**src/rtl/gate_pkg.sv**
```systemverilog
// Shared definitions for the gate sweep unit.
//   - gate mode encodings (GM_*); codes 6/7 fall through to NOR
//   - FSM state type
//   - reduce_gate(): reduction of the low 'width' bits of a vector under a mode
package gate_pkg;

  localparam int MAX_N = 16;

  localparam logic [2:0] GM_AND  = 3'd0;
  localparam logic [2:0] GM_OR   = 3'd1;
  localparam logic [2:0] GM_NAND = 3'd2;
  localparam logic [2:0] GM_NOR  = 3'd3;
  localparam logic [2:0] GM_XOR  = 3'd4;
  localparam logic [2:0] GM_XNOR = 3'd5;

  typedef enum logic [1:0] {IDLE, RUN, DONE} state_t;

  // Bits at or above 'width' are ignored, so the caller may zero-extend
  // any narrower operand into the MAX_N-wide vector.
  function automatic logic reduce_gate(input logic [2:0] mode,
                                       input logic [MAX_N-1:0] vec,
                                       input int width);
    logic r_and, r_or, r_xor, r;
    r_and = 1'b1;
    r_or  = 1'b0;
    r_xor = 1'b0;
    for (int i = 0; i < MAX_N; i++) begin
      if (i < width) begin
        r_and = r_and & vec[i];
        r_or  = r_or  | vec[i];
        r_xor = r_xor ^ vec[i];
      end
    end
    case (mode)
      GM_AND:  r = r_and;
      GM_OR:   r = r_or;
      GM_NAND: r = ~r_and;
      GM_XOR:  r = r_xor;
      GM_XNOR: r = ~r_xor;
      default: r = ~r_or;
    endcase
    return r;
  endfunction

endpackage

```
**src/rtl/gate_eval.sv**
```systemverilog
// Combinational gate evaluator.
//   pattern : N-bit input vector
//   mode    : gate select (gate_pkg GM_* encoding)
//   res     : N-input reduction of pattern
//   pair    : bit j = same gate over pattern[2j+1:2j]
module gate_eval
  import gate_pkg::*;
#(
  parameter int N = 4
) (
  input  logic [N-1:0]   pattern,
  input  logic [2:0]     mode,
  output logic           res,
  output logic [N/2-1:0] pair
);

  logic [MAX_N-1:0] vec_ext;

  always_comb begin
    vec_ext          = '0;
    vec_ext[N-1:0]   = pattern;
  end

  assign res = reduce_gate(mode, vec_ext, N);

  for (genvar j = 0; j < N/2; j++) begin : g_pair
    logic [MAX_N-1:0] pv;
    assign pv      = {{(MAX_N-2){1'b0}}, pattern[2*j+1:2*j]};
    assign pair[j] = reduce_gate(mode, pv, 2);
  end

endmodule

```
**src/rtl/gate_sweep_unit.sv**
```systemverilog
// Self-sequencing gate sweep: walks every N-bit pattern, holding each for
// HOLD cycles, registers the gate result in the last hold cycle and tallies
// the patterns that evaluate to 1.
//   clk, rst_n   : clock / async active-low reset
//   start, abort : sweep control (abort wins over start)
//   mode         : gate select, latched when a sweep starts
//   pattern      : pattern currently applied
//   res_valid    : one-cycle pulse qualifying res_pattern/res_out/pair_out
//   ones_count   : number of results equal to 1 in this sweep (saturating)
//   busy, done   : sweep running / one-cycle completion pulse
module gate_sweep_unit
  import gate_pkg::*;
#(
  parameter int N    = 4,
  parameter int HOLD = 2
) (
  input  logic           clk,
  input  logic           rst_n,
  input  logic           start,
  input  logic           abort,
  input  logic [2:0]     mode,
  output logic [N-1:0]   pattern,
  output logic           res_valid,
  output logic [N-1:0]   res_pattern,
  output logic           res_out,
  output logic [N/2-1:0] pair_out,
  output logic [N:0]     ones_count,
  output logic           busy,
  output logic           done
);

  localparam int            HW        = (HOLD > 1) ? $clog2(HOLD) : 1;
  localparam logic [HW-1:0] HOLD_LAST = HW'(HOLD - 1);
  localparam logic [N:0]    ONES_MAX  = {1'b1, {N{1'b0}}};

  state_t           state_q, state_d;
  logic [2:0]       mode_q, mode_d;
  logic [N-1:0]     pattern_q, pattern_d;
  logic [HW-1:0]    hold_q, hold_d;
  logic [N:0]       ones_q, ones_d;
  logic             res_valid_q, res_valid_d;
  logic             res_out_q, res_out_d;
  logic [N-1:0]     res_pattern_q, res_pattern_d;
  logic [N/2-1:0]   pair_q, pair_d;

  logic             eval_res;
  logic [N/2-1:0]   eval_pair;
  logic             last_hold, last_pat;

  gate_eval #(.N(N)) u_eval (
    .pattern (pattern_q),
    .mode    (mode_q),
    .res     (eval_res),
    .pair    (eval_pair)
  );

  assign last_hold = (hold_q == HOLD_LAST);
  assign last_pat  = &pattern_q;

  always_comb begin
    state_d       = state_q;
    mode_d        = mode_q;
    pattern_d     = pattern_q;
    hold_d        = hold_q;
    ones_d        = ones_q;
    res_valid_d   = 1'b0;
    res_out_d     = res_out_q;
    res_pattern_d = res_pattern_q;
    pair_d        = pair_q;
    case (state_q)
      IDLE: begin
        if (start && !abort) begin
          state_d   = RUN;
          mode_d    = mode;
          pattern_d = '0;
          hold_d    = '0;
          ones_d    = '0;
        end
      end
      RUN: begin
        if (abort) begin
          // Pending result for this edge is dropped along with the sweep.
          state_d = IDLE;
        end else if (last_hold) begin
          hold_d        = '0;
          res_valid_d   = 1'b1;
          res_out_d     = eval_res;
          res_pattern_d = pattern_q;
          pair_d        = eval_pair;
          if (eval_res && (ones_q != ONES_MAX)) ones_d = ones_q + 1'b1;
          // Final pattern: stay on it rather than wrapping to 0.
          if (last_pat) state_d   = DONE;
          else          pattern_d = pattern_q + 1'b1;
        end else begin
          hold_d = hold_q + 1'b1;
        end
      end
      DONE:    state_d = IDLE;
      default: state_d = IDLE;
    endcase
  end

  always_ff @(posedge clk or negedge rst_n) begin
    if (!rst_n) begin
      state_q       <= IDLE;
      mode_q        <= GM_NOR;
      pattern_q     <= '0;
      hold_q        <= '0;
      ones_q        <= '0;
      res_valid_q   <= 1'b0;
      res_out_q     <= 1'b0;
      res_pattern_q <= '0;
      pair_q        <= '0;
    end else begin
      state_q       <= state_d;
      mode_q        <= mode_d;
      pattern_q     <= pattern_d;
      hold_q        <= hold_d;
      ones_q        <= ones_d;
      res_valid_q   <= res_valid_d;
      res_out_q     <= res_out_d;
      res_pattern_q <= res_pattern_d;
      pair_q        <= pair_d;
    end
  end

  assign pattern     = pattern_q;
  assign res_valid   = res_valid_q;
  assign res_pattern = res_pattern_q;
  assign res_out     = res_out_q;
  assign pair_out    = pair_q;
  assign ones_count  = ones_q;
  assign busy        = (state_q == RUN);
  assign done        = (state_q == DONE);

endmodule

```
**config.mk**
```make
export PLATFORM = sky130hd
export DESIGN_NAME = gate_sweep_unit
export DESIGN_NICKNAME = d
export VERILOG_FILES = /design/src/rtl/gate_pkg.sv /design/src/rtl/gate_eval.sv /design/src/rtl/gate_sweep_unit.sv
export SDC_FILE = /design/constraint.sdc
export NUM_CORES = 1
export LEC_CHECK = 0
export CAP_MARGIN = 20
export CELL_PAD_IN_SITES_DETAIL_PLACEMENT = 1
export CELL_PAD_IN_SITES_GLOBAL_PLACEMENT = 1
export CORE_ASPECT_RATIO = 0.6
export CORE_MARGIN = 3
export CORE_UTILIZATION = 50
export CTS_BUF_LIST = sky130_fd_sc_hd__clkbuf_16
export DETAILED_ROUTE_END_ITERATION = 8
export DONT_BUFFER_PORTS = 1
export GPL_TIMING_DRIVEN = 0
export MAX_ROUTING_LAYER = met4
export PLACE_DENSITY = 0.89
export SYNTH_ARGS = -nofsm -noshare
export SYNTH_HDL_FRONTEND = slang
export SYNTH_SLANG_ARGS = --single-unit
```
**constraint.sdc**
```tcl
create_clock -name clk -period 5.5 [get_ports clk]
set_clock_uncertainty 0.05 [all_clocks]
set_input_delay 0.55 -clock clk [delete_from_list [all_inputs] [get_ports clk]]
set_output_delay 0.55 -clock clk [all_outputs]
set_load 0.01 [all_outputs]
```
# [Yosys cells after proc, flatten, opt, wreduce, memory -nomap -nowiden]
# Cells that the tools add are included.
[totals] regBits=23 inputBits=7 output_inout_bits=19 word_cells=86
[op_classes] n_addsub=3 n_eq_ne=14 n_mux=25 n_bitwise=22 reduce_logical=13
[op_table] operator="$mux W5" n=4
[op_table] operator="$mux W4" n=4
[op_table] operator="$pmux W1 S5" n=3
[op_table] operator="$not A1 Y1" n=10
[op_table] operator="$pmux W5 S2" n=1
[op_table] operator="$reduce_and A5 Y1" n=2
[op_table] operator="$reduce_and A3 Y1" n=3
[op_table] operator="$mux W2" n=4
[op_table] operator="$pmux W4 S2" n=1
[op_table] operator="$eq A3 B3 Y1 const B" n=2
[op_table] operator="$mux W1" n=6
[op_table] operator="$ne A2 B2 Y1 const B" n=3
[op_table] operator="$ne A3 B2 Y1 const B" n=2
[op_table] operator="$add A5 B1 Y5 const B" n=1
[op_table] operator="$ne A5 B5 Y1 const B" n=1
[op_table] operator="$add A4 B1 Y4 const B" n=1
[op_table] operator="$and A1 B1 Y1" n=4
[op_table] operator="$ne A2 B1 Y1 const B" n=2
[op_table] operator="$or A1 B1 Y1" n=4
[op_table] operator="$pmux W2 S2" n=1
[op_table] operator="$reduce_and A4 Y1" n=1
[op_table] operator="$xor A1 B1 Y1" n=4
[op_table] operator="$eq A3 B1 Y1 const B" n=1
[op_table] operator="$eq A3 B2 Y1 const B" n=1
[op_table] operator="other kinds (10)" n=11

# [Longest topological paths before layout]
# Gate-level depths: netlist of run 1.
[depth] word_depth=10 depth_mapped=7

# [Cells and area by module]
# From an unflattened synthesis of run 1, not the netlist that was laid out.
[hier_totals] hier_cells=135 area_unflattened_um2=1321.3
[modules_own_cells] module="gate_sweep_unit" n_inst=1 cells_per_inst=97 area_per_inst_um2=1056.0
[modules_own_cells] module="gate_eval" n_inst=1 cells_per_inst=38 area_per_inst_um2=265.3

# [Worst setup path before layout of run 1]
# Ideal clock, no wire load.
[synth_path] path_kind="register to register" from="register pattern_q[0], in the netlist pattern[0]" to="register ones_q[3], in the netlist ones_count[3]" setup_ns=0.065 t_arrival_ns=1.933 required_ns=5.385 setup_slack_ns=3.452 stages_incl_launch_ff=8 n_path_buf=0 cell_sequence="dfrtp_1 ha_1 ha_1 and3_1 o21ai_0 o311ai_4 o32a_2 nand2_1"
[synth_between] elab_chain_cells=8 word_cells_on_any_way=16 classes_between="1 x eq/ne; 1 x mux; 12 x bitwise; 2 x reduce/logical"
[synth_rtl] item="start: declaration" line="gate_sweep_unit.sv:38" rtl="logic [N-1:0] pattern_q, pattern_d;"
[synth_rtl] item="start signal: assignment" line="gate_sweep_unit.sv:117" rtl="pattern_q <= pattern_d;"
[synth_rtl] item="$or A1 B1 Y1, or another cell as far along (3 in series)" line="gate_pkg.sv:30" rtl="r_or = r_or | vec[i];"
[synth_rtl] item="$not A1 Y1 (on tied branches)" line="gate_pkg.sv:40, gate_pkg.sv:37, gate_pkg.sv:39"
[synth_rtl] item="$pmux W1 S5 *" line="gate_pkg.sv:34" rtl="case (mode)"
[synth_rtl] item="$logic_and A1 B1 Y1 *" line="gate_sweep_unit.sv:90" rtl="if (eval_res && (ones_q != ONES_MAX)) ones_d = ones_q + 1'b1;"
[synth_rtl] item="$ne A2 B1 Y1 (no line) *"
[synth_rtl] item="$reduce_and A5 Y1 (no line) *"
[synth_rtl] item="end signal: assignment" line="gate_sweep_unit.sv:119" rtl="ones_q <= ones_d;"
[synth_rtl] item="end: declaration" line="gate_sweep_unit.sv:40" rtl="logic [N:0] ones_q, ones_d;"
# Every way passes the cells marked *; elsewhere a longest branch is shown, timed or not.
# A chain may end at the register's enable or synchronous reset.

# [Final worst setup path of run 1]
[layout_path] from="register pattern_q[0], in the netlist pattern[0]" to="register ones_q[0], in the netlist ones_count[0]"
# The elaborated chain is that of the path after synthesis.

==> results.rst, run 1 <==
.. list-table::
   :header-rows: 1

   * - Metric
     - Value
   * - Via-per-instance ratio
     - 6.50
   * - Max-cap check violation count
     - 0
   * - Setup fix buffers added after clock tree synthesis
     - 0
   * - Sequential share of the synthesized area
     - 0.428
   * - Number of port buffers
     - 0
   * - Routability Congestion
     - 0.792
   * - Summed instance area of the synthesized netlist
     - 0.00135 mm2
   * - Clock Latency Late Sink
     - 0.26 ns
   * - Syn-to-layout area delta
     - 11.4%
   * - Tightest Pin Transition
     - 0.666 ns
   * - Final Max Tran Viols
     - 0
   * - IR drop worst, VDD
     - 320 uV
   * - Count of warnings emitted by yosys
     - 0
   * - Number of global-route vias before repair
     - 1250
   * - Total routed wirelength
     - 4050 um
   * - Power Dens Cells
     - 582 mW/mm2
   * - Setup repair after global routing missed its margin
     - false
   * - Cell variety after synth
     - 38
   * - DRT iter0 DRCs
     - 160
   * - GR Util All Layers
     - 0.268
   * - Count of inserted antenna diode cells
     - 0
   * - HPWL reported at the end of detailed placement
     - 2620 um
   * - Total vias in the final route
     - 1176
   * - DRC violations left
     - 0
   * - CTS clk-pin slew, worst paths
     - 0.06 ns
   * - H-tree levels
     - 1
   * - Maximum fanout along the worst path
     - 9
   * - Starting utilization of the core area
     - 0.573
   * - Non-filler instance count after layout
     - 181
   * - Cell count after synthesis
     - 145
   * - Status
     - finished, final reports clean
   * - Antenna violation net count after detailed routing
     - 0
   * - NumNets Final
     - 166
   * - Fin Setup TNS
     - 0 ns
   * - CTS Hold Bufs
     - 1
   * - CP Launch Type
     - register
   * - Number of detailed-route iterations in the first pass
     - 4
   * - Die Height
     - 46.3 um
   * - Met3 track utilization from global routing
     - 0.0697
   * - Final Hold Viols
     - 0
   * - Wire length per cell after detailed routing
     - 22.4 um
   * - Core Area
     - 0.00236 mm2
   * - Syn_nets
     - 159
   * - Met1 routing resource usage after global routing
     - 0.344
   * - Period minus WS final
     - 2.42 ns
   * - Boundary pin count
     - 26
   * - FFs w/ async S/R, synth
     - 1.00
   * - Flop and latch count out of synthesis
     - 23
   * - Data arrival time of the critical path
     - 2.51 ns
   * - Setup violations, final
     - 0
   * - Min Hold Slack
     - 0.0802 ns
   * - Aggregate global routing overflow
     - 0
   * - M2 GR Usage
     - 0.412
   * - Type of destination of the critical path
     - register
   * - Mean area per synthesized cell
     - 9.32 um2
   * - GR peak layer
     - met2
   * - Crit Path Class
     - register to register
   * - P_leak
     - 0.686 nW
   * - Resized Gates After CTS
     - 0
   * - Clock tree from TritonCTS
     - built
   * - Number of enable-type register cells in the synthesized netlist
     - 0
   * - Initial antenna violation count
     - 0
   * - Max clock buf depth
     - 2
   * - Final worst path period share
     - 0.440
   * - Data required time at the worst endpoint
     - 5.59 ns
   * - Width of the die
     - 73.1 um
   * - Cell total after placement
     - 175
   * - Type of the worst min-delay path
     - input port to async pin
   * - FILL cells
     - 266
   * - Number of buffers created by CTS
     - 3
   * - Top flip-flop cell by instance count after synthesis
     - sky130_fd_sc_hd__dfrtp_1
   * - Maximum number of pins on one net before global-route repair
     - 22
   * - Worst max-slew margin expressed relative to the limit
     - 0.555
   * - Die Area
     - 0.00338 mm2
   * - CTS root buf
     - sky130_fd_sc_hd__clkbuf_16
   * - Number of standard-cell rows in the floorplan
     - 13
   * - Global-route wire length before repair
     - 6410 um
   * - Layout cells sized above 1
     - 0.113
   * - CTS sink count
     - 23
   * - Highest clock frequency the design can meet
     - 0.413 GHz
==> Yosys cell counts, types with 3 or more instances <==
cell type | count | area [um2]
sky130_fd_sc_hd__dfrtp_1 | 21 | 526
sky130_fd_sc_hd__inv_1 | 12 | 45.0
sky130_fd_sc_hd__nand2b_1 | 4 | 25.0
sky130_fd_sc_hd__o211ai_1 | 4 | 30.0
sky130_fd_sc_hd__nand2_1 | 22 | 82.6
sky130_fd_sc_hd__nand3_1 | 6 | 30.0
sky130_fd_sc_hd__mux2_2 | 4 | 45.0
sky130_fd_sc_hd__and3_1 | 3 | 18.8
sky130_fd_sc_hd__xnor2_1 | 3 | 26.3
sky130_fd_sc_hd__ha_1 | 7 | 87.6
sky130_fd_sc_hd__nor2_1 | 5 | 18.8
sky130_fd_sc_hd__o21ai_0 | 20 | 100
sky130_fd_sc_hd__a21oi_1 | 3 | 15.0
==> worst paths after layout <==
kind	start	to	slack, ns	depth (start not counted)
hold reg to reg	res_pattern[2]$_DFFE_PN0P_	res_pattern[2]$_DFFE_PN0P_	0.49	2
setup reg to reg	pattern[0]$_DFFE_PN0P_	ones_count[0]$_DFFE_PN0P_	3.08	7
setup / recovery	pattern[0]$_DFFE_PN0P_	ones_count[0]$_DFFE_PN0P_	3.08	7
min in group clk	mode[2]	mode_q[2]$_DFFE_PN0P_	0.39	1
hold / removal	rst_n	mode_q[0]$_DFFE_PN1P_	0.08	0
max in group asynchronous	rst_n	ones_count[2]$_DFFE_PN0P_	4.39	2
==> layout make-up <==
class,instances,area (um2),area share
multi-input cells,105,707,0.470
flip-flops and latches,23,578,0.384
clock buffers,3,75.1,0.0499
inverters,13,48.8,0.0324
repair buffers,2,37.5,0.0249
well taps,30,37.5,0.0249
plain buffers,4,17.5,0.0116
clock inverters,1,3.75,0.00249
==> kinds of logic after synthesis <==
kind of cell | share of synthesized area
and+or+nand+nor | 0.187
AOI/OAI and AO/OA | 0.198
DFF | 0.428
buffers and inverters | 0.0491
adders and majority gates | 0.0648
xor gates and xnor gates | 0.0324
muxes | 0.0407
==> layer usage <==
layer / wire length [um] / up-vias
li1: - / 527
met2: 1790 / 47
met3: 273 / 14
met1: 1860 / 588
met4: 115 / 0
met5: 0 / -
==> critical path: stages (launching register included) <==
cell and delay (ns):
sky130_fd_sc_hd__dfrtp_1 0.48, sky130_fd_sc_hd__inv_1 0.16, sky130_fd_sc_hd__ha_1 0.40, sky130_fd_sc_hd__xnor2_1 0.26, sky130_fd_sc_hd__xnor2_1 0.14, sky130_fd_sc_hd__o311ai_4 0.46
sky130_fd_sc_hd__mux2i_1 0.13, sky130_fd_sc_hd__or2_1 0.23
==> registers in the layout, summed over array words and instances (netlist names) <==
name         flops
res_out          1
pair_out         2
pattern          4
mode_q           3
hold_q           1
state_q          2
res_pattern      4
ones_count       5
res_valid        1
==> where the power goes <==
group | internal [W] | switching, W | total (W)
clock | 0.0000970 | 0.0000584 | 0.000155
combinational | 0.000148 | 0.000257 | 0.000405
sequential | 0.000232 | 0.0000837 | 0.000316
==> placed cells by master (no fill, tap or decap), types with 2 or more instances in the layout <==
master                      count
sky130_fd_sc_hd__nand2b_1       4
sky130_fd_sc_hd__ha_1           7
sky130_fd_sc_hd__mux2_2         4
sky130_fd_sc_hd__xnor2_1        3
sky130_fd_sc_hd__a21oi_1        3
sky130_fd_sc_hd__nand4_1        2
sky130_fd_sc_hd__inv_1         13
sky130_fd_sc_hd__o211ai_1       4
sky130_fd_sc_hd__o21ai_0       20
sky130_fd_sc_hd__dfstp_2        2
sky130_fd_sc_hd__and3_1         3
sky130_fd_sc_hd__clkbuf_1       2
sky130_fd_sc_hd__nand2_1       22
sky130_fd_sc_hd__xor2_1         2
sky130_fd_sc_hd__clkbuf_16      3
sky130_fd_sc_hd__nand3_1        6
sky130_fd_sc_hd__nor2_1         5
sky130_fd_sc_hd__buf_2          2
sky130_fd_sc_hd__o32a_2         2
sky130_fd_sc_hd__dfrtp_1       21
==> per-stage QoR <==
step                      setup WS [ns]  power (W)  utilization  instance area (um2)
after floorplan                    3.45   0.000585            -                 1350
after global placement             3.26   0.000651        0.589                 1390
after detailed placement           3.18   0.000683        0.589                 1390
after CTS                          3.12   0.000858        0.627                 1480
after global routing               2.93   0.000929        0.638                 1510
final                              3.08   0.000876        0.638                 1510
No activity file was read; power rests on OpenSTA's default activity.
==> run 2, diff against run 1 <==
--- a/config.mk
+++ b/config.mk
@@ -10,13 +10,13 @@
 export CELL_PAD_IN_SITES_GLOBAL_PLACEMENT = 1
 export CORE_ASPECT_RATIO = 0.6
 export CORE_MARGIN = 3
-export CORE_UTILIZATION = 50
+export CORE_UTILIZATION = 42
 export CTS_BUF_LIST = sky130_fd_sc_hd__clkbuf_16
 export DETAILED_ROUTE_END_ITERATION = 8
 export DONT_BUFFER_PORTS = 1
 export GPL_TIMING_DRIVEN = 0
 export MAX_ROUTING_LAYER = met4
-export PLACE_DENSITY = 0.89
+export PLACE_DENSITY = 0.8
 export SYNTH_ARGS = -nofsm -noshare
 export SYNTH_HDL_FRONTEND = slang
 export SYNTH_SLANG_ARGS = --single-unit
==> constraint.sdc (replaced) <==
create_clock -name clk -period 2.2 [get_ports clk]
set_clock_uncertainty 0.05 [all_clocks]
set_input_delay 0.22 -clock clk [delete_from_list [all_inputs] [get_ports clk]]
set_output_delay 0.22 -clock clk [all_outputs]
set_load 0.01 [all_outputs]
==> results.rst, run 2 (synthesis results as in run 1) <==
.. list-table::
   :header-rows: 1

   * - Metric
     - Value
   * - Power Dens Cells
     - 1480 mW/mm2
   * - Die Area
     - 0.00396 mm2
   * - Starting utilization of the core area
     - 0.456
   * - Clock Latency Late Sink
     - 0.25 ns
   * - Cell-by-cell listing of the critical path
     - ha_4, ha_1, and3_1, o21ai_2, o311ai_4, buf_4, o32a_2, nand2_1
   * - Sequential cell area in the final layout
     - 583 um2
   * - Core Area
     - 0.00297 mm2
   * - DRC violations left
     - 0
   * - Routability Congestion
     - 0.920
   * - Clock tree from TritonCTS
     - built
   * - Type of the worst min-delay path
     - input port to register
   * - Largest stage delay on the critical path
     - 0.48 ns
   * - NumNets Final
     - 170
   * - Tightest Pin Transition
     - 0.611 ns
   * - DRT iter0 DRCs
     - 58
   * - Final Hold Viols
     - 0
   * - Most common library cell in the layout ignoring fill and taps
     - sky130_fd_sc_hd__nand2_1
   * - Slowest stage cell, crit path
     - sky130_fd_sc_hd__dfrtp_2
   * - Die Height
     - 49.9 um
   * - Wire length per cell after detailed routing
     - 18.6 um
   * - Initial antenna violation count
     - 0
   * - Status
     - finished, final reports clean
   * - GR Util All Layers
     - 0.203
   * - Width of the die
     - 79.2 um
   * - Via-per-instance ratio
     - 5.80
   * - Number of buffers created by CTS
     - 3
   * - Maximum number of pins on one net before global-route repair
     - 24
   * - Final worst path period share
     - 0.962
   * - Aggregate global routing overflow
     - 0
   * - Number of global-route vias before repair
     - 1192
   * - Highest clock frequency the design can meet
     - 0.473 GHz
   * - Number of standard-cell rows in the floorplan
     - 15
   * - HPWL reported at the end of detailed placement
     - 2610 um
   * - H-tree levels
     - 1
   * - Layout cells sized above 1
     - 0.206
   * - Max clock buf depth
     - 2
   * - CTS sink count
     - 23
   * - CTS root buf
     - sky130_fd_sc_hd__clkbuf_16
   * - IR drop worst, VDD
     - 649 uV
   * - Top library cells by usage in the layout, fill and taps aside
     - 22 x sky130_fd_sc_hd__nand2_1, 19 x sky130_fd_sc_hd__o21ai_0, 17 x sky130_fd_sc_hd__dfrtp_1
   * - Final core utilization
     - 0.536
   * - Worst max-slew margin expressed relative to the limit
     - 0.592
   * - Multi-input gate area in the final layout
     - 751 um2
   * - Category of cells accounting for the largest share of critical-path delay
     - compound AO/OA/AOI/OAI gates
   * - Number of buffers and inverters on the critical path
     - 1
   * - Data required time at the worst endpoint
     - 2.34 ns
   * - Number of detailed-route iterations in the first pass
     - 4
   * - CTS clk-pin slew, worst paths
     - 0.06 ns
   * - Crit Path Class
     - register to register
   * - Data arrival time of the critical path
     - 2.26 ns
   * - Final Max Tran Viols
     - 0
   * - Largest register FFs
     - 5
   * - Antenna violation net count after detailed routing
     - 0
   * - Total vias in the final route
     - 1143
   * - Type of destination of the critical path
     - register
   * - Global-route wire length before repair
     - 5930 um
   * - Count of inserted antenna diode cells
     - 0
   * - Total design power
     - 0.00235 W
   * - P_leak
     - 0.703 nW
   * - Max-cap check violation count
     - 0
   * - Syn-to-layout area delta
     - 17.7%
   * - CP Launch Type
     - register
   * - Setup violations, final
     - 0
   * - Number of port buffers
     - 0
   * - FILL cells
     - 362
   * - Total routed wirelength
     - 3660 um
   * - Period minus WS final
     - 2.12 ns
   * - Boundary pin count
     - 26
   * - Maximum fanout along the worst path
     - 6
run 2: worst paths after layout:
check	start	endpoint	slack, ns	cells after the start
max	pattern[0]$_DFFE_PN0P_	ones_count[3]$_DFFE_PN0P_	0.08	8
min	mode[2]	mode_q[2]$_DFFE_PN0P_	0.07	1
max reg2reg	pattern[0]$_DFFE_PN0P_	ones_count[3]$_DFFE_PN0P_	0.08	8
min reg2reg	pair_out[1]$_DFFE_PN0P_	pair_out[1]$_DFFE_PN0P_	0.50	2
max in group asynchronous	rst_n	mode_q[0]$_DFFE_PN1P_	1.41	2
min in group asynchronous	rst_n	ones_count[1]$_DFFE_PN0P_	0.21	1
run 2: timing repair:
item,in CTS,in global routing
buffers inserted,2,2
resized for setup,7,8
gates cloned,0,0
endpoints found under the hold margin,23,0
pin swaps,2,2
setup endpoints to repair,6,6
hold buffers,1,0
run 2: worst register-to-register path, stage by stage (launching register included):
cell,delay (ns)
sky130_fd_sc_hd__dfrtp_2,0.48
sky130_fd_sc_hd__ha_4,0.21
sky130_fd_sc_hd__ha_1,0.21
sky130_fd_sc_hd__and3_1,0.20
sky130_fd_sc_hd__o21ai_2,0.16
sky130_fd_sc_hd__o311ai_4,0.13
sky130_fd_sc_hd__buf_4,0.18
sky130_fd_sc_hd__o32a_2,0.36
sky130_fd_sc_hd__nand2_1,0.08
run 2: final cells by class:
class,instances,area share
repair buffers,6,0.0370
plain buffers,4,0.0110
clock inverters,1,0.00236
multi-input cells,105,0.472
well taps,42,0.0330
inverters,13,0.0307
clock buffers,3,0.0472
flip-flops and latches,23,0.367
run 2: per-layer routing:
layer  vias up  global-route usage  routed length (um)
met5         -                   -                   0
met3         4              0.0584                 166
met1       576               0.262                1750
li1        537                   -                   -
met2        26               0.323                1730
met4         0              0.0343                  17
run 2: power breakdown:
part	internal [W]	leakage [nW]	switching (W)	total (W)
combinational	0.000519	0.368	0.000646	0.00117
clock	0.000242	0.0423	0.000142	0.000385
sequential	0.000584	0.293	0.000214	0.000798
total	0.00135	0.703	0.00100	0.00235
run 2: per-stage QoR:
step                      setup WS (ns)  hold slack, ns  instances  setup TNS, ns  instance area, um2
after global routing            -0.0293          0.0620        197        -0.0293                1590
final                            0.0838          0.0651        197              0                1590
after global placement          -0.0503          -0.125        187        -0.0698                1400
after CTS                       0.00612          0.0648        194              0                1530
after detailed placement         -0.131          -0.125        187         -0.373                1400
after floorplan                   0.152          -0.126        145              0                1350
